File: src/rtl/barrier_pkg.sv
// Shared definitions for the ring barrier controller.
//   MSG_ENTER / MSG_RELEASE : barrier message codes
//   state_t                 : barrier sequencer state encoding
//   is_barrier_pkt()        : decoded packet belongs to this node's barrier
package barrier_pkg;

  localparam logic [15:0] MSG_ENTER   = 16'h0001;
  localparam logic [15:0] MSG_RELEASE = 16'h0002;

  typedef enum logic [2:0] {
    ST_IDLE,
    ST_HAVE_LOCAL,
    ST_HAVE_TOKEN,
    ST_SEND_ENTER,
    ST_WAIT_RETURN,
    ST_SEND_RELEASE,
    ST_WAIT_RELEASE
  } state_t;

  // A packet is ours only when flagged barrier (and not contradicted) and
  // addressed to our communicator; everything else is passed through.
  function automatic logic is_barrier_pkt(input logic        barrier_pkt,
                                          input logic        not_barrier_pkt,
                                          input logic [15:0] rx_comm_id,
                                          input logic [15:0] cfg_comm_id);
    return barrier_pkt && !not_barrier_pkt && (rx_comm_id == cfg_comm_id);
  endfunction

  function automatic logic is_send(input state_t s);
    return (s == ST_SEND_ENTER) || (s == ST_SEND_RELEASE);
  endfunction

endpackage

File: src/rtl/barrier_tx_req_hold.sv
// Request/ack hold register toward the packet generator.
//   clk, reset       : clock, synchronous active-high reset
//   load             : capture a new request (message + comm id), raise tx_req
//   load_message/_comm_id : request payload captured on load
//   tx_ack           : generator accepted; drops tx_req on the next edge
//   tx_req/tx_message/tx_comm_id : registered request, payload stable while tx_req
module barrier_tx_req_hold (
  input  logic        clk,
  input  logic        reset,
  input  logic        load,
  input  logic [15:0] load_message,
  input  logic [15:0] load_comm_id,
  input  logic        tx_ack,
  output logic        tx_req,
  output logic [15:0] tx_message,
  output logic [15:0] tx_comm_id
);

  always_ff @(posedge clk) begin
    if (reset) begin
      tx_req     <= 1'b0;
      tx_message <= '0;
      tx_comm_id <= '0;
    end else if (load) begin
      tx_req     <= 1'b1;
      tx_message <= load_message;
      tx_comm_id <= load_comm_id;
    end else if (tx_req && tx_ack) begin
      // payload is left as-is so it never glitches around the ack
      tx_req <= 1'b0;
    end
  end

endmodule

File: src/rtl/barrier_ring_ctrl.sv
// Per-node ring barrier sequencer.
// Consumes decoder results, runs ENTER/RELEASE token circulation, drives
// send requests to the packet generator and consume/pass verdicts.
// Ports:
//   clk, reset                : clock, synchronous active-high reset
//   decode_done, barrier_pkt, not_barrier_pkt, rx_message, rx_comm_id : decode
//   cfg_comm_id, cfg_is_root  : node config, sampled only while IDLE
//   host_enter / host_release : host handshake pulses
//   tx_req, tx_message, tx_comm_id, tx_ack : generator request/ack
//   pkt_consume / pkt_pass    : per-packet verdict, one cycle after decode_done
//   barrier_busy              : state != IDLE
//   err_unexpected            : protocol violation pulse
//   timeout_err               : root ENTER-return timeout pulse
// Optional: define BARRIER_TIMEOUT_EN to enable the root return timeout and
// token re-send; otherwise timeout_err is tied 0.
module barrier_ring_ctrl
  import barrier_pkg::*;
#(
  parameter int unsigned           CNT_WIDTH      = 24,
  parameter logic [CNT_WIDTH-1:0]  TIMEOUT_CYCLES = 24'd1000000
) (
  input  logic        clk,
  input  logic        reset,
  input  logic        decode_done,
  input  logic        barrier_pkt,
  input  logic        not_barrier_pkt,
  input  logic [15:0] rx_message,
  input  logic [15:0] rx_comm_id,
  input  logic [15:0] cfg_comm_id,
  input  logic        cfg_is_root,
  input  logic        host_enter,
  output logic        host_release,
  output logic        tx_req,
  output logic [15:0] tx_message,
  output logic [15:0] tx_comm_id,
  input  logic        tx_ack,
  output logic        pkt_consume,
  output logic        pkt_pass,
  output logic        barrier_busy,
  output logic        err_unexpected,
  output logic        timeout_err
);

  state_t      state, state_nxt;
  logic        root_q;
  logic [15:0] comm_q;
  logic        eff_root;
  logic [15:0] eff_comm;
  logic        match, rx_enter, rx_release, ack;
  logic        rx_ok, err_nxt, rel_nxt, timeout_hit, load;

  // Config is live while IDLE and frozen for the rest of the barrier.
  assign eff_root = (state == ST_IDLE) ? cfg_is_root : root_q;
  assign eff_comm = (state == ST_IDLE) ? cfg_comm_id : comm_q;

  assign match      = decode_done && is_barrier_pkt(barrier_pkt, not_barrier_pkt,
                                                    rx_comm_id, eff_comm);
  assign rx_enter   = match && (rx_message == MSG_ENTER);
  assign rx_release = match && (rx_message == MSG_RELEASE);
  assign ack        = tx_ack && tx_req;

`ifdef BARRIER_TIMEOUT_EN
  localparam logic [CNT_WIDTH-1:0] TIMER_LAST = TIMEOUT_CYCLES - 1'b1;
  logic [CNT_WIDTH-1:0] timer;

  assign timeout_hit = (state == ST_WAIT_RETURN) && (timer == TIMER_LAST);

  always_ff @(posedge clk) begin
    if (reset || state != ST_WAIT_RETURN || state_nxt != ST_WAIT_RETURN)
      timer <= '0;
    else
      timer <= timer + 1'b1;
  end

  // a token returning on the deadline cycle wins over the re-send
  always_ff @(posedge clk) begin
    if (reset) timeout_err <= 1'b0;
    else       timeout_err <= timeout_hit && !rx_enter;
  end
`else
  assign timeout_hit = 1'b0;
  assign timeout_err = 1'b0;
`endif

  always_ff @(posedge clk) begin
    if (reset) begin
      state  <= ST_IDLE;
      root_q <= 1'b0;
      comm_q <= '0;
    end else begin
      state  <= state_nxt;
      root_q <= eff_root;
      comm_q <= eff_comm;
    end
  end

  always_comb begin
    state_nxt = state;
    rx_ok     = 1'b0;   // matching packet was legal in this state
    rel_nxt   = 1'b0;
    case (state)
      ST_IDLE: begin
        if (eff_root) begin
          if (host_enter) state_nxt = ST_SEND_ENTER;
        end else if (host_enter && rx_enter) begin
          state_nxt = ST_SEND_ENTER;
          rx_ok     = 1'b1;
        end else if (host_enter) begin
          state_nxt = ST_HAVE_LOCAL;
        end else if (rx_enter) begin
          state_nxt = ST_HAVE_TOKEN;
          rx_ok     = 1'b1;
        end
      end
      ST_HAVE_LOCAL: if (rx_enter) begin
        state_nxt = ST_SEND_ENTER;
        rx_ok     = 1'b1;
      end
      ST_HAVE_TOKEN: if (host_enter) state_nxt = ST_SEND_ENTER;
      ST_SEND_ENTER: if (ack) state_nxt = eff_root ? ST_WAIT_RETURN : ST_WAIT_RELEASE;
      ST_WAIT_RETURN: begin
        if (rx_enter) begin
          state_nxt = ST_SEND_RELEASE;
          rx_ok     = 1'b1;
        end else if (timeout_hit) begin
          state_nxt = ST_SEND_ENTER;
        end
      end
      ST_SEND_RELEASE: if (ack) begin
        if (eff_root) begin
          state_nxt = ST_WAIT_RELEASE;
        end else begin
          state_nxt = ST_IDLE;
          rel_nxt   = 1'b1;
        end
      end
      ST_WAIT_RELEASE: if (rx_release) begin
        rx_ok = 1'b1;
        if (eff_root) begin
          state_nxt = ST_IDLE;
          rel_nxt   = 1'b1;
        end else begin
          state_nxt = ST_SEND_RELEASE;
        end
      end
      default: state_nxt = ST_IDLE;
    endcase
    err_nxt = (match && !rx_ok) ||
              (host_enter && state != ST_IDLE && state != ST_HAVE_TOKEN);
  end

  always_ff @(posedge clk) begin
    if (reset) begin
      pkt_consume    <= 1'b0;
      pkt_pass       <= 1'b0;
      err_unexpected <= 1'b0;
      host_release   <= 1'b0;
    end else begin
      pkt_consume    <= match;
      pkt_pass       <= decode_done && !match;
      err_unexpected <= err_nxt;
      host_release   <= rel_nxt;
    end
  end

  assign barrier_busy = (state != ST_IDLE);

  // Load only on entry into a SEND state so tx_req rises once per send.
  assign load = is_send(state_nxt) && (state_nxt != state);

  barrier_tx_req_hold u_tx_hold (
    .clk          (clk),
    .reset        (reset),
    .load         (load),
    .load_message ((state_nxt == ST_SEND_ENTER) ? MSG_ENTER : MSG_RELEASE),
    .load_comm_id (eff_comm),
    .tx_ack       (tx_ack),
    .tx_req       (tx_req),
    .tx_message   (tx_message),
    .tx_comm_id   (tx_comm_id)
  );

endmodule
File: config.mk
export PLATFORM = sky130hd
export DESIGN_NAME = barrier_ring_ctrl
export DESIGN_NICKNAME = d
export VERILOG_FILES = /design/src/rtl/barrier_pkg.sv /design/src/rtl/barrier_tx_req_hold.sv /design/src/rtl/barrier_ring_ctrl.sv
export SDC_FILE = /design/constraint.sdc
export NUM_CORES = 1
export LEC_CHECK = 0
export BUFFER_PORTS_ARGS = -buffer_cell sky130_fd_sc_hd__clkbuf_2
export CAP_MARGIN = 20
export CORE_ASPECT_RATIO = 1.4
export CORE_UTILIZATION = 40
export CTS_CLUSTER_DIAMETER = 100
export CTS_CLUSTER_SIZE = 24
export DETAILED_ROUTE_END_ITERATION = 12
export PLACE_DENSITY = 0.78
export SETUP_SLACK_MARGIN = 0.05
export SLEW_MARGIN = 0
export SYNTH_ARGS = -nofsm -noshare
export SYNTH_HDL_FRONTEND = slang
export SYNTH_SLANG_ARGS = --single-unit
File: constraint.sdc
create_clock -name clk -period 4.7 [get_ports clk]
set_input_delay 0.47 -clock clk [delete_from_list [all_inputs] [get_ports clk]]
set_output_delay 0.47 -clock clk [all_outputs]
set_load 0.05 [all_outputs]
==> results.sh <==
export IMPL_outcome="finished, final reports clean"
export IMPL_fin_crit_ps=3819
export IMPL_synth_edf_count=0
export IMPL_seq_area_frac_synth=0.3567
export IMPL_die_w_um=67.65
export IMPL_ys_flop_type="dfxtp_1"
export IMPL_area_growth_pct=19.23
export IMPL_start_util=0.4146
export IMPL_grt_max_degree=45
export IMPL_gr_total_overflow=0
export IMPL_n_antenna_cell=0
export IMPL_p_per_area_nw_per_um2=329.5
export IMPL_routed_wirelength_um=5569
export IMPL_via_per_inst=5.148
export IMPL_cts_clk_slew_worst_paths_ps=80
export IMPL_postCtsSetupRepairBufs=0
export IMPL_syn_cell_area_sq_um=2414
export IMPL_setup_violations_final=0
export IMPL_synth_area_top_cells="dfxtp_1, nor2b_1, mux2_4"
export IMPL_maxCapViolCount=0
export IMPL_drive_gt1_frac=0.3238
export IMPL_ys_seq_elements=43
export IMPL_finalCritPeriodShare=0.8125
export IMPL_rows=33
export IMPL_cts_buffers=5
export IMPL_synth_async_sr_flop_share=0
export IMPL_cts_sinks=43
export IMPL_crit_path_start="state[2]"
export IMPL_cts_max_level=2
export IMPL_nNetsFinal=405
export IMPL_yosys_warnings=0
export IMPL_yosys_area_top_type="dfxtp_1"
export IMPL_critPathLaunchType="register"
export IMPL_crit_fanout=19
export IMPL_cts_root_buf="clkbuf_8"
export IMPL_routed_via_count=2157
export IMPL_nFillCells=567
export IMPL_wl_per_cell_um=13.29
export IMPL_synthCells=275
export IMPL_postSynthAreaPerCell_sq_um=8.777
export IMPL_tritoncts="done"
export IMPL_die_h_um=93.91
export IMPL_gp_congestion=0.8538
export IMPL_synth_top_cell_area_share=0.3567
export IMPL_rr_startpoint="state[2]"
export IMPL_insertion_delay_ps=300
export IMPL_peakVddDrop_uv=203.1
export IMPL_first_pass_iters=4
export IMPL_grt_pass1_vias=2083
export IMPL_portBuffers=79
export IMPL_worstMarginPinSlew_ps=832.5
export IMPL_hold_buffers=0
export IMPL_reg2reg_depth=11
export IMPL_track_usage=0.1873
export IMPL_io_pins=95
export IMPL_grt_pass1_wl_um=9080
export IMPL_die_area_sq_um=6353
export IMPL_rsz0062_at_grt="false"
export IMPL_maxSlewHeadroom=0.4450
export IMPL_min_path_type="in -> reg"
export IMPL_first_iter_violations=105
export IMPL_route_detailed_drc=0
export IMPL_cts_resized=0
export IMPL_fmax_mhz=261.9
export IMPL_hold_viol=0
export IMPL_place_hpwl_um=4313
export IMPL_regToRegSetupSlack_ps=880
export IMPL_ant_nets=0
export IMPL_r2r_end="u_tx_hold.tx_comm_id[11]"
export IMPL_hold_path_cell_count=3
export IMPL_cp_arrival_ps=4010
export IMPL_worstPathRequired_ps=4890
export IMPL_stdcell_count=419
export IMPL_total_power_uw=948.1
export IMPL_whs_ps=435.9
export IMPL_final_util=0.4943
export IMPL_clk_path_buf_depth=2
export IMPL_synth_distinct_cells=54
export IMPL_power_leakage_nw=1.330
export IMPL_setup_tns_final_ps=0
export IMPL_maxSlewViolCount=0
export IMPL_antenna_found_initial=0
export IMPL_cp_end_kind="register"
export IMPL_criticalPathCategory="reg -> reg"
export IMPL_skew_ps=6.881
export IMPL_dp_cells=412
export IMPL_core_sq_um=5822
export IMPL_endpoint="u_tx_hold.tx_comm_id[11]"
[worst min path at each step]
| stage | from | endpoint | slack [ps] |
|---|---|---|---|
| after global placement | comm_q[15] | comm_q[15] | 480 |
| after CTS | cfg_comm_id[12] | comm_q[12] | 440 |
| final | cfg_comm_id[15] | comm_q[15] | 440 |
| after detailed placement | u_tx_hold.tx_message[1] | u_tx_hold.tx_message[1] | 490 |
| after global routing | cfg_comm_id[14] | comm_q[14] | 450 |
| after floorplan | comm_q[14] | comm_q[14] | 470 |
[worst max-delay path: stages, from the launching register on]
cell     delay, ps
dfxtp_1        680
nor3_4          40
buf_4          210
inv_4          210
mux2i_1        130
a22o_1         240
or4_4          520
or4_1          510
a21o_1         250
xnor2_2        230
nand3_4        300
mux2_4         390
[registers in the layout (all words and copies together), names as in the netlist]
name                  count
pkt_pass                  1
err_unexpected            1
comm_q                   16
root_q                    1
host_release              1
pkt_consume               1
u_tx_hold.tx_req          1
u_tx_hold.tx_message      2
u_tx_hold.tx_comm_id     16
state                     3
[synth_stat cells (3+ instances only)]
library cell / number
nor2b_1: 22
o21a_1: 3
clkbuf_1: 9
o22ai_1: 3
nor4b_1: 5
a31oi_1: 3
mux2i_1: 7
o2111ai_1: 3
nand2b_1: 4
buf_4: 15
mux2_4: 9
xnor2_1: 9
nand2_1: 21
mux2_2: 8
nor2_1: 22
dfxtp_1: 43
nor3_1: 3
nor4_1: 5
o21ai_0: 11
a21oi_1: 11
inv_1: 15
nand4_1: 3
[cell usage in the layout, fill, tap and decap left out, drive strengths merged, types with 3 or more instances in the layout]
cell,synthesis,final
a21oi,11,11
a31oi,3,3
clkbuf,9,85
conb,1,15
dfxtp,43,43
inv,16,16
mux2,17,17
mux2i,8,8
nand2,21,21
nand2b,4,4
nand3,3,3
nand4,3,3
nor2,22,22
nor2b,22,22
nor3,4,4
nor4,5,5
nor4b,5,5
o2111ai,3,3
o21a,3,3
o21ai,11,11
o22ai,3,3
xnor2,10,10
[where the power goes]
part           internal, mW  switching (mW)
logic                 0.105           0.186
clock network         0.115           0.123
registers             0.395          0.0237
total                 0.615           0.333
[metal layers]
layer / global-route usage / part of all wire / vias up / wire, um
met2: 0.3259 / 0.50 / 81 / 2812
met3: 0.04005 / 0.054 / 18 / 300
li1: - / - / 1070 / -
met1: 0.2077 / 0.41 / 988 / 2272
met5: 0 / 0 / - / 0
met4: 0.09043 / 0.033 / 0 / 183
[layout make-up]
class	instances	area (sq um)	area share
clock inverter	1	5.005	0.001739
tap	70	87.58	0.03043
multi-input combinational	203	1376	0.4783
inverter	16	62.56	0.02174
timing repair buffer	80	402.9	0.1400
clock buffer	6	82.58	0.02870
sequential	43	860.8	0.2991
[kinds of logic (layout without fill, tap and decap cells)]
logic type	count (synthesis)	count (layout)	synth area share
AO/OA/AOI/OAI	50	50	0.1374
XOR/XNOR	11	11	0.04303
adder cells (fa/ha/maj)	1	1	0.004147
buffers and inverters	43	103	0.09486
flip-flops	43	43	0.3567
multiplexers	25	25	0.1280
other	1	15	0.001554
AND/OR/NAND/NOR	101	101	0.2343
[metrics by stage]
step,area (sq um),setup WS (ps)
2_1_floorplan,2466,1197
3_3_place_gp,2790,971.6
3_5_place_dp,2790,859.7
4_1_cts,2878,843.9
5_1_grt,2878,648.1
6_report,2878,881.1
Note: power is estimated with default switching activity, not from simulation.
